[config.mk]
export PLATFORM = sky130hd
export DESIGN_NAME = hack_alu_pipe_flat
export DESIGN_NICKNAME = d
export VERILOG_FILES = /design/src/rtl/hack_alu_pipe_if.sv /design/src/rtl/hack_alu_pipe.sv /design/src/flat_wrapper.sv
export SDC_FILE = /design/constraint.sdc
export NUM_CORES = 1
export LEC_CHECK = 0
export CORE_ASPECT_RATIO = 1.1
export CORE_MARGIN = 8
export CORE_UTILIZATION = 50
export DETAILED_ROUTE_END_ITERATION = 12
export GPL_TIMING_DRIVEN = 0
export MAX_ROUTING_LAYER = met4
export PLACE_DENSITY = 0.86
export SKIP_CTS_REPAIR_TIMING = 1
export SLEW_MARGIN = 10
export SYNTH_ARGS = -nofsm -noshare
export SYNTH_HDL_FRONTEND = slang
export SYNTH_SLANG_ARGS = --single-unit
[constraint.sdc]
create_clock -name clk -period 3.3 [get_ports clk]
set_input_delay 0.495 -clock clk [delete_from_list [all_inputs] [get_ports clk]]
set_output_delay 0.495 -clock clk [all_outputs]
set_load 0.01 [all_outputs]
[src/rtl/hack_alu_pipe_if.sv]
// Valid/ready bus for the pipelined Hack ALU: operand request in, result response out.
interface hack_alu_pipe_if #(parameter int WIDTH = 16);
  logic             in_valid;
  logic             in_ready;
  logic [WIDTH-1:0] x;
  logic [WIDTH-1:0] y;
  logic [5:0]       ctrl;
  logic             out_valid;
  logic             out_ready;
  logic [WIDTH-1:0] out;
  logic             zr;
  logic             ng;

  modport master (
    output in_valid, x, y, ctrl, out_ready,
    input  in_ready, out_valid, out, zr, ng
  );

  modport slave (
    input  in_valid, x, y, ctrl, out_ready,
    output in_ready, out_valid, out, zr, ng
  );
endinterface

[src/rtl/hack_alu_pipe.sv]
// Two-stage Hack ALU: stage 1 applies zx/nx/zy/ny, stage 2 does add/and, no and flags.
// Each stage stalls only when it holds data the next stage cannot take.
module hack_alu_pipe #(
  parameter int WIDTH = 16
) (
  input logic           clk,
  input logic           reset,
  hack_alu_pipe_if.slave bus
);
  typedef struct packed {
    logic [WIDTH-1:0] xs;
    logic [WIDTH-1:0] ys;
    logic             f;
    logic             no;
  } s1_t;

  // vld_pipe[1] = stage-1 occupied, vld_pipe[2] = stage-2 (output) occupied
  logic [2:1]       vld_pipe;
  logic             adv1, adv2;
  s1_t              s1_d, s1_q;
  logic [WIDTH-1:0] xz, yz, r, res_d;
  logic [WIDTH-1:0] out_q;
  logic             zr_q, ng_q;

  assign adv2 = !vld_pipe[2] || bus.out_ready;
  assign adv1 = !vld_pipe[1] || adv2;

  always_comb begin
    xz      = bus.ctrl[5] ? '0 : bus.x;
    yz      = bus.ctrl[3] ? '0 : bus.y;
    s1_d.xs = bus.ctrl[4] ? ~xz : xz;
    s1_d.ys = bus.ctrl[2] ? ~yz : yz;
    s1_d.f  = bus.ctrl[1];
    s1_d.no = bus.ctrl[0];
  end

  always_comb begin
    r     = s1_q.f ? (s1_q.xs + s1_q.ys) : (s1_q.xs & s1_q.ys);
    res_d = s1_q.no ? ~r : r;
  end

  always_ff @(posedge clk) begin
    if (reset) begin
      vld_pipe <= '0;
      s1_q     <= '0;
      out_q    <= '0;
      zr_q     <= 1'b0;
      ng_q     <= 1'b0;
    end else begin
      if (adv1) begin
        vld_pipe[1] <= bus.in_valid;
        if (bus.in_valid) s1_q <= s1_d;
      end
      // Bubbles leave stage-2 data untouched; only out_valid qualifies it.
      if (adv2) begin
        vld_pipe[2] <= vld_pipe[1];
        if (vld_pipe[1]) begin
          out_q <= res_d;
          zr_q  <= (res_d == '0);
          ng_q  <= res_d[WIDTH-1];
        end
      end
    end
  end

  assign bus.in_ready  = adv1;
  assign bus.out_valid = vld_pipe[2];
  assign bus.out       = out_q;
  assign bus.zr        = zr_q;
  assign bus.ng        = ng_q;
endmodule

[src/flat_wrapper.sv]
// flat-port wrapper written by rule: the top's interface ports become plain ports
module hack_alu_pipe_flat 
#(
  parameter int WIDTH = 16
)
  (clk, reset, bus_in_valid, bus_x, bus_y, bus_ctrl, bus_out_ready, bus_in_ready, bus_out_valid, bus_out, bus_zr, bus_ng);
  hack_alu_pipe_if #(.WIDTH(WIDTH)) bus_i ();
  input logic clk;
  input logic reset;
  input wire logic [$bits(bus_i.in_valid)-1:0] bus_in_valid;
  input wire logic [$bits(bus_i.x)-1:0] bus_x;
  input wire logic [$bits(bus_i.y)-1:0] bus_y;
  input wire logic [$bits(bus_i.ctrl)-1:0] bus_ctrl;
  input wire logic [$bits(bus_i.out_ready)-1:0] bus_out_ready;
  output wire logic [$bits(bus_i.in_ready)-1:0] bus_in_ready;
  output wire logic [$bits(bus_i.out_valid)-1:0] bus_out_valid;
  output wire logic [$bits(bus_i.out)-1:0] bus_out;
  output wire logic [$bits(bus_i.zr)-1:0] bus_zr;
  output wire logic [$bits(bus_i.ng)-1:0] bus_ng;
  assign bus_i.in_valid = bus_in_valid;
  assign bus_i.x = bus_x;
  assign bus_i.y = bus_y;
  assign bus_i.ctrl = bus_ctrl;
  assign bus_i.out_ready = bus_out_ready;
  assign bus_in_ready = bus_i.in_ready;
  assign bus_out_valid = bus_i.out_valid;
  assign bus_out = bus_i.out;
  assign bus_zr = bus_i.zr;
  assign bus_ng = bus_i.ng;
  hack_alu_pipe #(.WIDTH(WIDTH)) u_core (.clk(clk), .reset(reset), .bus(bus_i));
endmodule
==> results of run 1 <==
==> through the flow <==
stage	instance area [um^2]	util, %
4_1_cts	4370	62.7
3_5_place_dp	4270	61.2
2_1_floorplan	3580	-
3_3_place_gp	4270	61.2
6_report	4370	62.7
5_1_grt	4370	62.7
==> how the worst max path moves through the flow <==
stage          slack [ns]       endpoint           start  depth (start not counted)
3_5_place_dp         0.21  u_core.bus.zr  u_core.s1_q[2]                         10
2_1_floorplan        0.56  u_core.bus.zr  u_core.s1_q[2]                         10
6_report             0.17  u_core.bus.zr  u_core.s1_q[2]                         10
5_1_grt             0.009  u_core.bus.zr  u_core.s1_q[2]                         10
3_3_place_gp         0.29  u_core.bus.zr  u_core.s1_q[2]                         10
4_1_cts              0.18  u_core.bus.zr  u_core.s1_q[2]                         10
==> final cells by class <==
| class | count | share of cell area (%) |
|---|---|---|
| tap | 85 | 2.43 |
| multi-input combinational | 350 | 54.0 |
| sequential | 53 | 24.3 |
| buffer | 31 | 2.86 |
| clock buffer | 5 | 1.58 |
| timing repair buffer | 58 | 13.3 |
| inverter | 9 | 0.773 |
| clock inverter | 2 | 0.802 |
==> power groups by stage <==
stage / Clock, mW / Sequential, mW / Combinational [mW]
2_1_floorplan: 0 / 0.725 / 0.338
4_1_cts: 0.435 / 0.713 / 0.488
3_3_place_gp: 0 / 0.725 / 0.474
6_report: 0.438 / 0.713 / 0.489
5_1_grt: 0.469 / 0.720 / 0.540
3_5_place_dp: 0 / 0.728 / 0.484
==> cells in the final DEF (no fill, tap or decap), drive strengths merged, types with 4 or more instances in the layout <==
master and count:
clkdlybuf4s50 58, nor2 54, dfxtp 53, xnor2 45
nor2b 38, a211oi 36, nand2 32, clkbuf 27
a21oi 26, ha 16, o21ai 12, nand3 10
nor3 9, buf 9, inv 8, xor2 8
mux2i 6, a31oi 4
==> sequential cells by signal, summed over array words and instances (netlist names) <==
| name | cells |
|---|---|
| u_core.s1_q | 34 |
| u_core.bus.out | 15 |
| u_core.vld_pipe | 2 |
| u_core.bus.ng | 1 |
| u_core.bus.zr | 1 |
==> worst register-to-register path, cell delays in order, from the launching register on <==
cell and delay (ns):
dfxtp_1 0.33, ha_1 0.30, fa_1 0.46, a21oi_1 0.21, o211ai_1 0.21, o21ai_0 0.44, xnor2_1 0.11, mux2_2 0.31
nor4b_1 0.32, o211ai_1 0.17, o31ai_2 0.19
==> routing by layer <==
metal	track usage, %	vias up
met5	-	-
met4	4.84	0
met3	3.75	18
met2	31.0	86
met1	19.3	1497
li1	-	1683
==> logic make-up after synthesis <==
family / synth area share (%)
AO/OA/AOI/OAI: 21.4
multiplexers: 2.31
buffers and inverters: 4.44
flip-flops: 29.7
XOR/XNOR: 13.0
AND/OR/NAND/NOR: 23.0
adder cells (fa/ha/maj): 6.15
==> metrics.txt, run 1 <==
Hold EP u_core.bus.out[0]; Met2 Wirelength roughly 4300 um; total gr overflow 0; sequential share of the synthesized area between 20% and 30%; via/cell ratio approximately 5.5; antenna violations before repair 0; Pint 1.14 mW; FMAX between 300 and 400 MHz; Clk Latency, worst-skew pair between 0.3 and 0.4 ns; Synth Register Bits 53; Reg area around 0.0011 mm^2; top layer used by detailed routing met4; number of buffers and inverters on the critical path 0; cell accounting for the most synthesized area dfxtp_1; DRT iter0 DRCs around 170; Worst Path Required roughly 3.5 ns; sw frac a little under a third; run status complete, no violations; Antenna diodes 0; Detail Route Antenna Nets 0; clock power share 26.7%; DRT Wirelength about 8700 um; Via Count roughly 3300; final-layout fill cell count approximately 640; RD Place Congestion ~0.92; min Tclk post-route 3.13 ns; sequential share of power approximately 44%; FF-to-FF path depth 10; peak supply drop slightly above 200 uV; Reg-to-Reg Start u_core.s1_q[2]; total chip power 1.64 mW; share of layout cells above drive strength 1 5.12%; # DRC 0; Die W 96.7 um; number of CTS-inserted buffers 5; Yosys cell types 60; Final Max Slew Viols 0; CTS tree yes; Sw Pwr ~0.5 mW; Area Overhead vs Synth 22.1%; ys flop type dfxtp_1; HPWL Detailed a little over 7000 um; Worst-path clk slew about 0.090 ns; first-pass GRT wire length around 15000 um; area of the multi-input gates about 0.0024 mm^2; R2R Setup Slk 0.17 ns; combinational power share between 20 and 30%; Post-synth EDFFs 0; pin count of the biggest net entering global routing 16; Die H between 100 and 150 um; Mean Syn Cell Area 8.08 um^2; # port buffers a little under 60; slowest stage cell, crit path fa_1; CTS root buf clkbuf_8; Cell Rows 32; Post-Route Setup TNS 0 ns; crit-path leading delay family compound AO/OA/AOI/OAI gates; non-filler cells, final a little under 600; Synth top area share 29.7%; Critical R2R Capture u_core.bus.zr; Longest Clk Path Bufs 2; Fin. Hold Viols 0; clk sinks 53; Starting Density 51.4%; Nets 567; crit path DAT about 3.4 ns; hold_sp u_core.bus.out[0]; Worst path max stage delay about 0.46 ns; final worst setup slack around 0.17 ns; WHS Path Cells 2; Syn Nets between 500 and 600; Tightest Pin Transition 0.746 ns; cell area after synthesis 0.00358 mm^2; M1 WL between 3000 and 4000 um; startpoint class of the critical path flop; vias in the first global route 3222; H-tree levels 2; Syn. warnings 0; WS Path Type reg -> reg; crit end category flop; placed cells 586; ys async rst share 0%; Synth top cells by count dfxtp_1 (53), nor2_1 (53), xnor2_1 (45), nor2b_1 (38), a211oi_1 (35); Final Skew roughly 0.0063 ns; first drt pass iteration count 4; hold crit path type reg -> reg; Boundary Pins slightly above 60; Syn Inst Count roughly 440; RSZ-0062 raised after global routing no; PwrDens between 300 and 400 mW/mm^2; hold slack approximately 0.45 ns; DR WL/cell about 15 um; Critical Path Fanout Max 6; Global Route Usage Sum between 10% and 20%; leakage power approximately 1.6 nW; max_slew headroom about half; DR WL met3 ~430 um; cell chain of the critical path ha_1 > fa_1 > a21oi_1 > o211ai_1 > o21ai_0 > xnor2_1 > mux2_2 > nor4b_1 > o211ai_1 > o31ai_2; pre-CTS setup slack approximately 0.21 ns; ranking of synthesized cells by area dfxtp_1 (30%), xnor2_1 (11%), a211oi_1 (7.3%); die area about 0.01 mm^2; Final period util 94.9%; max-cap violation count 0; Critical Path Most Common Cell o211ai_1; total core area 0.00697 mm^2; # setup viols final 0
No activity file was read; power rests on OpenSTA's default activity.
==> inputs of run 2 (changes only) <==
CTS_CLUSTER_DIAMETER = 80   (was default)
GPL_ROUTABILITY_DRIVEN = 0   (was default)
==> run 2 against run 1 <==
  * Worst setup slack better by 0.071 ns
  * Clock power about the same
  * Sequential share of layout area hardly changed
  * Critical path depth did not move
  * Sequential power barely moved
  * Routed wire length is 6.2% lower
  * Largest cell class unchanged
  * Highest routed layer unchanged
==> metrics.txt, run 2 (synthesis gave the netlist of run 1 again) <==
Global Route Usage Sum 16.4% (was 17.5%); Final Skew 0.00591 ns (was 0.00632 ns); crit path DAT 3.29 ns (was 3.37 ns); WS Path Type reg -> reg (unchanged); Most flops, register u_core.s1_q (unchanged); Critical Path Fanout Max 6 (unchanged); DR WL/cell 13.8 um (was 14.7 um); startpoint class of the critical path flop (unchanged); via/cell ratio 5.47 (was 5.54); post-route cell area 0.00437 mm^2 (about the same); Boundary Pins 62 (unchanged); peak supply drop 207 uV (was 206 uV); hold crit path type reg -> reg (unchanged); antenna violations before repair 0 (unchanged); max_slew headroom 36.6% (was 50.3%); # port buffers 58 (unchanged); Area Overhead vs Synth 22.2% (was 22.1%); share of layout cells above drive strength 1 5.12% (unchanged); Tightest Pin Transition 0.939 ns (was 0.746 ns); first-pass GRT wire length 14100 um (was 14800 um); total gr overflow 0 (unchanged); die area 0.0101 mm^2 (unchanged); Longest Clk Path Bufs 2 (unchanged); run status complete, no violations (unchanged); pin count of the biggest net entering global routing 17 (was 16); PwrDens 375 mW/mm^2 (about the same); Detail Route Antenna Nets 0 (unchanged); Util after Layout 62.8% (was 62.7%); Fin. Hold Viols 0 (unchanged); number of CTS-inserted buffers 5 (unchanged); Starting Density 51.4% (unchanged); Cell Rows 32 (unchanged); Antenna diodes 0 (unchanged); crit end category flop (unchanged); Final Max Slew Viols 0 (unchanged); DRT Wirelength 8200 um (was 8740 um); HPWL Detailed 6740 um (was 7200 um); Final period util 92.8% (was 94.9%); most frequent cells in the layout clkdlybuf4s50_1 (58), nor2_1 (53), dfxtp_1 (53) (unchanged); # DRC 0 (unchanged); min Tclk post-route 3.06 ns (was 3.13 ns); cell chain of the critical path ha_1 > fa_1 > a21oi_1 > o211ai_1 > o2111ai_1 > nand3_1 > a31o_2 > or3b_1 > o21a_1 > o31ai_2 (was ha_1 > fa_1 > a21oi_1 > o211ai_1 > o21ai_0 > xnor2_1 > mux2_2 > nor4b_1 > o211ai_1 > o31ai_2); Clk Latency, worst-skew pair 0.31 ns (about the same); CTS tree yes (unchanged); Worst-path clk slew 0.09 ns (about the same); first drt pass iteration count 4 (unchanged); Die W 96.7 um (unchanged); Worst path max stage delay 0.45 ns (was 0.46 ns); clk sinks 53 (unchanged); # setup viols final 0 (unchanged); Via Count 3242 (was 3284); leakage power 1.57 nW (about the same); slowest stage cell, crit path fa_1 (unchanged); non-filler cells, final 593 (unchanged); vias in the first global route 3183 (was 3222); DRT iter0 DRCs 231 (was 167); Worst Path Required 3.53 ns (about the same); H-tree levels 2 (unchanged); max-cap violation count 0 (unchanged); final worst setup slack 0.239 ns (was 0.168 ns); FMAX 327 MHz (was 319 MHz); Post-Route Setup TNS 0 ns (unchanged); total core area 0.00697 mm^2 (unchanged); placed cells 586 (unchanged); max reg flops 34 (unchanged); most common cell after layout, fill and taps aside clkdlybuf4s50_1 (unchanged); CTS root buf clkbuf_8 (unchanged); RSZ-0062 raised after global routing no (unchanged); pre-CTS setup slack 0.280 ns (was 0.208 ns); Die H 105 um (unchanged); placed inst area 0.00427 mm^2 (unchanged); Nets 567 (unchanged)
-- run 2: cell types whose count changed in the layout (fill, tap and decap cells not counted) --
cell	before	now
clkinv_2	1	0
o21ai_0	10	9
o21ai_1	2	3
inv_6	0	1
-- run 2: path summary, 6_finish.rpt --
path                       from                 end  slack (ns)  cells past startpoint
max              u_core.s1_q[2]       u_core.bus.zr        0.24                     10
min          u_core.bus.out[13]  u_core.bus.out[13]        0.46                      2
max reg2reg      u_core.s1_q[2]       u_core.bus.zr        0.24                     10
min reg2reg  u_core.bus.out[13]  u_core.bus.out[13]        0.46                      2
-- run 2: power by group --
| group | internal (mW) | switching [mW] |
|---|---|---|
| sequential | 0.685 | 0.0277 |
| clock | 0.225 | 0.216 |
| combinational | 0.233 | 0.252 |
-- run 2: cell type report --
class,count,area [um^2]
inverter,9,33.8
timing repair buffer,58,581
fill,622,2590
clock buffer,5,68.8
sequential,53,1060
tap,85,106
clock inverter,2,38.8
multi-input combinational,350,2360
buffer,31,125
-- run 2: critical path: cells and delay by family, from the launching register on --
family	cells	cell delay, ns
and+or+nand+nor	2	0.49
DFF	1	0.33
adders and majority gates	2	0.74
AOI/OAI and AO/OA	6	1.43
-- run 2: routing by layer --
layer / track usage, % / vias up / wire, um
li1: - / 1684 / -
met1: 18.1 / 1445 / 3550
met2: 29.4 / 102 / 4070
met3: 3.82 / 11 / 495
met4: 2.97 / 0 / 87
met5: - / - / 0
-- run 2: per-stage QoR --
stage / power, mW / hold WS, ns
global route: 1.72 / 0.481
floorplan: 1.06 / 0.476
finish: 1.64 / 0.459
detailed placement: 1.21 / 0.450
global placement: 1.19 / 0.440
CTS: 1.64 / 0.464
